File: src/rtl/factorial_arbiter.sv
// Round-robin arbiter sharing one factorial engine among NREQ requesters, guarded by a watchdog.
// Grant->rsp_valid is n+5 cycles via the engine, 1 cycle for n<2; one request in flight, req_ready only in IDLE.
module factorial_arbiter #(
  parameter int NREQ       = 4,
  parameter int WDOG_LIMIT = 24
) (
  input  logic                    clk,
  input  logic                    reset,
  input  logic [NREQ-1:0]         req_valid,
  input  logic [NREQ*4-1:0]       req_data,
  output logic [NREQ-1:0]         req_ready,
  output logic                    rsp_valid,
  output logic [$clog2(NREQ)-1:0] rsp_id,
  output logic [45:0]             rsp_data,
  output logic                    rsp_err,
  output logic [3:0]              eng_in_data,
  output logic                    eng_in_valid,
  input  logic [45:0]             eng_out_data,
  input  logic                    eng_out_valid,
  input  logic                    eng_out_busy
);
  localparam int IDW = $clog2(NREQ);

  typedef enum logic [2:0] {IDLE, ISSUE, WAIT_BUSY, WAIT_DONE, RESP} state_t;

  state_t         state, state_nxt;
  logic [IDW-1:0] last_grant, id_q, grant_id, cand;
  logic           grant_any;
  logic [3:0]     grant_n, n_q;
  logic [4:0]     wdog;
  logic           done, timeout;

  // Search starts just after the last answered requester.
  always_comb begin
    grant_any = 1'b0;
    grant_id  = '0;
    cand      = '0;
    for (int k = 1; k <= NREQ; k++) begin
      cand = IDW'((int'(last_grant) + k) % NREQ);
      if (!grant_any && req_valid[cand]) begin
        grant_any = 1'b1;
        grant_id  = cand;
      end
    end
  end

  assign grant_n     = req_data[{grant_id, 2'b00} +: 4];
  assign done        = eng_out_valid && !eng_out_busy;
  assign timeout     = (wdog == 5'(WDOG_LIMIT));
  assign eng_in_data = n_q;

  always_comb begin
    state_nxt    = state;
    req_ready    = '0;
    rsp_valid    = 1'b0;
    eng_in_valid = 1'b0;
    unique case (state)
      IDLE: begin
        if (grant_any) begin
          req_ready = NREQ'(1) << grant_id;
          state_nxt = (grant_n < 4'd2) ? RESP : ISSUE;
        end
      end
      ISSUE: begin
        eng_in_valid = 1'b1;
        state_nxt    = WAIT_BUSY;
      end
      // Timeout wins here: no result can be pending before busy is seen.
      WAIT_BUSY: begin
        if (timeout)           state_nxt = RESP;
        else if (eng_out_busy) state_nxt = WAIT_DONE;
      end
      WAIT_DONE: begin
        if (done || timeout) state_nxt = RESP;
      end
      RESP: begin
        rsp_valid = 1'b1;
        state_nxt = IDLE;
      end
      default: state_nxt = IDLE;
    endcase
    if (reset) begin
      req_ready    = '0;
      rsp_valid    = 1'b0;
      eng_in_valid = 1'b0;
    end
  end

  always_ff @(posedge clk) begin
    if (reset) begin
      state      <= IDLE;
      last_grant <= IDW'(NREQ - 1);
      id_q       <= '0;
      n_q        <= '0;
      wdog       <= '0;
      rsp_id     <= '0;
      rsp_data   <= '0;
      rsp_err    <= 1'b0;
    end else begin
      state <= state_nxt;
      unique case (state)
        IDLE: begin
          if (grant_any) begin
            id_q <= grant_id;
            n_q  <= grant_n;
            if (grant_n < 4'd2) begin
              rsp_id   <= grant_id;
              rsp_data <= 46'd1;
              rsp_err  <= 1'b0;
            end
          end
        end
        ISSUE: wdog <= '0;
        WAIT_BUSY, WAIT_DONE: begin
          if (wdog != 5'h1f) wdog <= wdog + 5'd1;
          // A real completion beats a simultaneous timeout.
          if (state == WAIT_DONE && done) begin
            rsp_id   <= id_q;
            rsp_data <= eng_out_data;
            rsp_err  <= 1'b0;
          end else if (timeout) begin
            rsp_id   <= id_q;
            rsp_data <= '0;
            rsp_err  <= 1'b1;
          end
        end
        RESP: last_grant <= rsp_id;
        default: ;
      endcase
    end
  end
endmodule

File: config.mk
export PLATFORM = sky130hd
export DESIGN_NAME = factorial_arbiter
export DESIGN_NICKNAME = d
export VERILOG_FILES = /design/src/rtl/factorial_arbiter.sv
export SDC_FILE = /design/constraint.sdc
export NUM_CORES = 1
export LEC_CHECK = 0
export CAP_MARGIN = 20
export CORE_UTILIZATION = 24
export CTS_CLUSTER_SIZE = 8
export DETAILED_ROUTE_END_ITERATION = 10
export GPL_ROUTABILITY_DRIVEN = 0
export PLACE_DENSITY_LB_ADDON = 0.12
export RECOVER_POWER = 50
export SYNTH_ARGS = -nofsm -noshare
export SYNTH_HDL_FRONTEND = slang
export SYNTH_SLANG_ARGS = --single-unit
File: constraint.sdc
create_clock -name clk -period 2.4 [get_ports clk]
set_clock_uncertainty 0.2 [all_clocks]
set_input_delay 0.48 -clock clk [delete_from_list [all_inputs] [get_ports clk]]
set_output_delay 0.48 -clock clk [all_outputs]
set_load 0.03 [all_outputs]
Word level (Yosys, flattened, before mapping)

Cells that the tools add are included.

Magnitude comparators: 5
Shift-type cells: 2
Add/subtract/negate cells: 5
Reduce and logical (&&, ||, !) cells: 18
Equal/unequal tests: 12
Muxes and demuxes: 46

Operator list:

| kind                                                                  | count |
|---|---|
| 46-bit 2-to-1 mux                                                     | 4 |
| 46-bit case mux with 2 select lines                                   | 1 |
| 1-bit 2-to-1 mux                                                      | 16 |
| 2-bit 2-to-1 mux                                                      | 8 |
| 16-bit by 5-bit indexed part select with 4-bit output                 | 1 |
| 3-bit 2-to-1 mux                                                      | 5 |
| 2-bit by 3-bit < comparator with 1-bit output (second input constant) | 4 |
| 4-bit 2-to-1 mux                                                      | 3 |
| 3-bit case mux with 4 select lines                                    | 1 |
| 5-bit case mux with 2 select lines                                    | 1 |
| 1-bit binary-select mux with 2-bit select                             | 4 |
| 2-bit != test (second input constant)                                 | 4 |
| 3-bit by 2-bit == test with 1-bit output (second input constant)      | 2 |
| 3-bit != test (second input constant)                                 | 2 |
| 5-bit by 1-bit adder with 5-bit output (second input constant)        | 1 |
| 5-bit == test (second input constant)                                 | 1 |
| 1-bit logical AND                                                     | 5 |
| 5-bit 2-to-1 mux                                                      | 1 |
| 5-bit != test (second input constant)                                 | 1 |
| 2-bit by 1-bit adder with 2-bit output (second input constant)        | 2 |
| 2-bit adder (second input constant)                                   | 2 |
| 1-bit logical NOT                                                     | 4 |
| 4-bit by 2-bit < comparator with 1-bit output (second input constant) | 1 |
| 2-bit case mux with 2 select lines                                    | 1 |
| other kinds (11)                                                      | 13 |

Register bits after elaboration: 65
Output and inout bits: 59
Input port bits: 70
Logic and storage cells: 96

Logic depth before layout (Yosys ltp)

Gate-level depths: netlist (run 1).

Depth after elaboration: 18
Mapped depth: 9
Gate-level depth less buffers: 8

Worst setup path before layout (run 1)

OpenSTA, ideal clock, no wires.

Path kind: input port to output port
From: input port req_valid[3]
To: output port req_ready[0]
Slack: -354 ps
Required time: 1720 ps
Path buffers: 1
Arrival time: 2074 ps
Cell stages on the path: 4
Path through: nor4_1 or4_1 clkbuf_1 nor4_1

Longest elaborated chain between the ends: 16
Elaborated cells between the ends (all ways): 26
Those cells by class: 1 x shift; 19 x mux; 6 x reduce/logical

Ends and longest elaborated chain:

| element                                     | line | text |
|---|---|---|
| start, declared                             | 9    | `input logic [NREQ-1:0] req_valid,` |
| 1-bit binary-select mux with 2-bit select   | 40   | `if (!grant_any && req_valid[cand]) begin` |
| 1-bit 2-to-1 mux (not written as such)      | 40   |  |
| 1-bit 2-to-1 mux                            | 40   |  |
| 1-bit logical NOT                           | 40   |  |
| 1-bit logical AND                           | 40   |  |
| 1-bit 2-to-1 mux                            | 40   |  |
| 1-bit logical NOT                           | 40   |  |
| 1-bit logical AND                           | 40   |  |
| 1-bit 2-to-1 mux                            | 40   |  |
| 1-bit logical NOT                           | 40   |  |
| 1-bit logical AND                           | 40   |  |
| 2-bit 2-to-1 mux                            | 40   |  |
| 1-bit by 2-bit left shift with 4-bit output | 60   | `req_ready = NREQ'(1) << grant_id;` |
| 4-bit 2-to-1 mux (*)                        | 59   | `if (grant_any) begin` |
| 4-bit 2-to-1 mux (*)                        | 57   | `unique case (state)` |
| 4-bit 2-to-1 mux (*)                        | 82   | `if (reset) begin` |
| end, declared                               | 11   | `output logic [NREQ-1:0] req_ready,` |

Mark *: on every way between the ends. The rest lies on a longest branch, timed or not. The select of a mux whose other input is x is not followed.

Worst setup path after layout (run 1)

From: input port req_valid[1]
To: output port req_ready[2]

The elaborated chain is that of the path after synthesis.

==> results of run 1 <==
==> where the power goes <==
group	internal, uW	total [uW]	switching, uW	leakage (uW)
clock network	696	1140	444	0.000117
logic	459	905	446	0.00121
registers	1140	1170	38.8	0.000527
total	2290	3220	929	0.00186
==> tightest hold or removal path: cells and delay by family, from the launching register on <==
| kind | cells | cell delay [ns] |
|---|---|---|
| DFF | 1 | 0.31 |
| and+or+nand+nor | 1 | 0.05 |
| AOI/OAI and AO/OA | 1 | 0.05 |
==> Yosys cell counts (all sizes together), types with 3 or more instances <==
cell,number
nor3b,3
a21boi,5
a22o,46
nor4,7
a21oi,13
and2,3
nor3,6
nand3,5
dfxtp,65
ha,3
buf,6
mux2i,3
nor2,15
nand2,23
nor2b,3
a211oi,11
o21ai,4
inv,5
clkbuf,10
==> state kept, by name (all words and copies together) (netlist names) <==
| register | flops |
|---|---|
| state | 3 |
| rsp_data | 46 |
| last_grant | 2 |
| id_q | 2 |
| rsp_id | 2 |
| wdog | 5 |
| rsp_err | 1 |
| eng_in_data | 4 |
==> path summary, 6_finish.rpt <==
path,from,to,slack (ns),cells after the start
setup reg to reg,last_grant[1],rsp_data[38],-0.03,10
hold / removal,eng_in_data[1],eng_in_data[1],0.26,2
hold reg to reg,eng_in_data[1],eng_in_data[1],0.26,2
setup / recovery,req_valid[1],req_ready[2],-0.07,6
==> layout make-up <==
type	instances	area, um2	share of cell area, %
Sequential cell	65	1314	27.27
Clock buffer	10	127.6	2.649
Clock inverter	6	115.1	2.389
Timing Repair Buffer	175	1709	35.47
Inverter	5	18.77	0.3895
Tap cell	136	170.2	3.532
Multi-Input combinational cell	174	1364	28.30
==> per-stage QoR <==
| step | total power [uW] | util [%] |
|---|---|---|
| 2_1_floorplan | 1588 | - |
| 3_3_place_gp | 1963 | 41.43 |
| 3_5_place_dp | 1968 | 41.43 |
| 4_1_cts | 3176 | 44.82 |
| 5_1_grt | 3373 | 46.26 |
| 6_report | 3219 | 46.26 |
==> cell families (layout without fill, tap and decap cells) <==
family,count (synthesis),after routing,share of synthesized area (%)
AO/OA/AOI/OAI,92,92,27.89
adder cells (fa/ha/maj),3,3,1.440
XOR/XNOR,2,2,0.6722
multiplexers,4,4,1.728
buffers and inverters,21,196,4.609
flip-flops,65,65,49.93
AND/OR/NAND/NOR,73,73,13.73
==> metal layers <==
layer | track usage [%] | vias to the layer above | share of wire (%)
li1 | - | 1318 | -
met3 | 4.782 | 10 | 6.3
met5 | 0 | - | 0
met2 | 24.21 | 78 | 48
met4 | 5.754 | 0 | 1.5
met1 | 17.82 | 1228 | 44
==> timing repair <==
action	in CTS	in global routing
setup buffers	5	4
resized for setup	41	22
pin swaps	5	7
gates cloned	0	1
endpoints found under the setup margin	55	53
hold endpoints to repair	0	0
==> reports/metrics.csv, run 1 <==
metric,value,unit
drt-total-wl,8.335,mm
antenna_found_initial,0,
timing.fmax,405.4,MHz
cpLargestDelayFamily,simple AND/OR/NAND/NOR gates,
final_cell_mix,"clkdlybuf4s50_1, dfxtp_1, a22o_1, buf_4, nand2_1",
place_inst,545,
ys_ff_latch,65,
post_drt_wl_per_cell,14.60,um
rows,37,
critPathKind,input port to primary output,
dpl_cell_area,4315,um2
cts-buffers-inserted,9,
fillers,1001,
die_h,106.2,um
crit_chain,buf_4 -> nor4_2 -> or4_4 -> buf_8 -> nor4_4 -> buf_4,
ys_warn_count,0,
hold_slack,0.2566,ns
critPathBufInv,3,
num_vias,2634,
cts_buffer_depth,2,
crit_path_start_kind,input port,
clkTransAtPathRegs,0.07,ns
slew_violations,0,
outcome,"finished, violations left",
grt_pass1_vias,2625,
dp_slack,-0.6994,ns
drt_iter0_drc,86,
violations,negative setup slack,
drt-pass1-iter-count,4,
avgSynthCellArea,10.02,um2
yosys-top-cells-area,"dfxtp_1, a22o_1, nand2_1",
synth_nets,333,
hp-class,flop to flop,
cp.required,1.72,ns
stdcell_area,4818,um2
grt.overflow.total,0,
area_growth,84.88,%
core_area,10420,um2
synth_ff_type,dfxtp_1,
hold_viol,0,
finalSetupViolations,42,
insertion_delay,0.34,ns
cp.arrival,1.79,ns
slew_headroom,34.05,%
grt_max_degree,36,
crit_slowest_cell,or4_4,
period_share,102.8,%
fp.dieArea,11280,um2
ir_drop,0.2390,mV
cpMostUsedCell,buf_4,
cts_hold_buf,0,
h-tree-depth,3,
mostFrequentLayoutCell,clkdlybuf4s50_1,
drc,0,
yosys.area.top_type_share,49.93,%
layout-drive-gt1-share,22.99,%
min_period,2.467,ns
die_w,106.2,um
initial_utilization,25.02,%
synth_cell_types,43,
grt_pass1_wl,12.97,mm
drtAntennaViolNets,0,
max_stage_delay,0.55,ns
end_kind,primary output,
crit_fanout,5,
post-dp-hpwl,5.998,mm
synth_top_cell_by_area,dfxtp_1,
viasPerCell,4.613,
p_leak,0.001857,uW
io_buffers,128,
drv_cap,0,
cts-root-buf,clkbuf_8,
fin_tns_setup,-0.6782,ns
ioPinCount,129,
cts_sinks,65,
tightest_slew,0.9802,ns
grt_use_total,14.76,%
ys_seq_area_share,49.93,%
pwr_density_cell,668.2,nW/um2
antenna_cells,0,
netlist_instances,260,
rsz0062_at_grt,true,
netlist_area,2606,um2
fin_ws,-0.06656,ns
cts_tree,done,
synth-async-reset-ratio,0,%
nets,503,
stdcell_count,571,
synth_edf_count,0,
No activity file was read; power rests on OpenSTA's default activity.
==> inputs of run 2 (changes only) <==
--- a/config.mk
+++ b/config.mk
@@ -5,6 +5,7 @@
 export SDC_FILE = /design/constraint.sdc
 export NUM_CORES = 1
 export LEC_CHECK = 0
+export ABC_CLOCK_PERIOD_IN_PS = 2400
 export CAP_MARGIN = 20
 export CORE_UTILIZATION = 24
 export CTS_CLUSTER_SIZE = 8
==> results of run 2 <==
No change in the layout: final DEF, timing and power equal those of run 1.
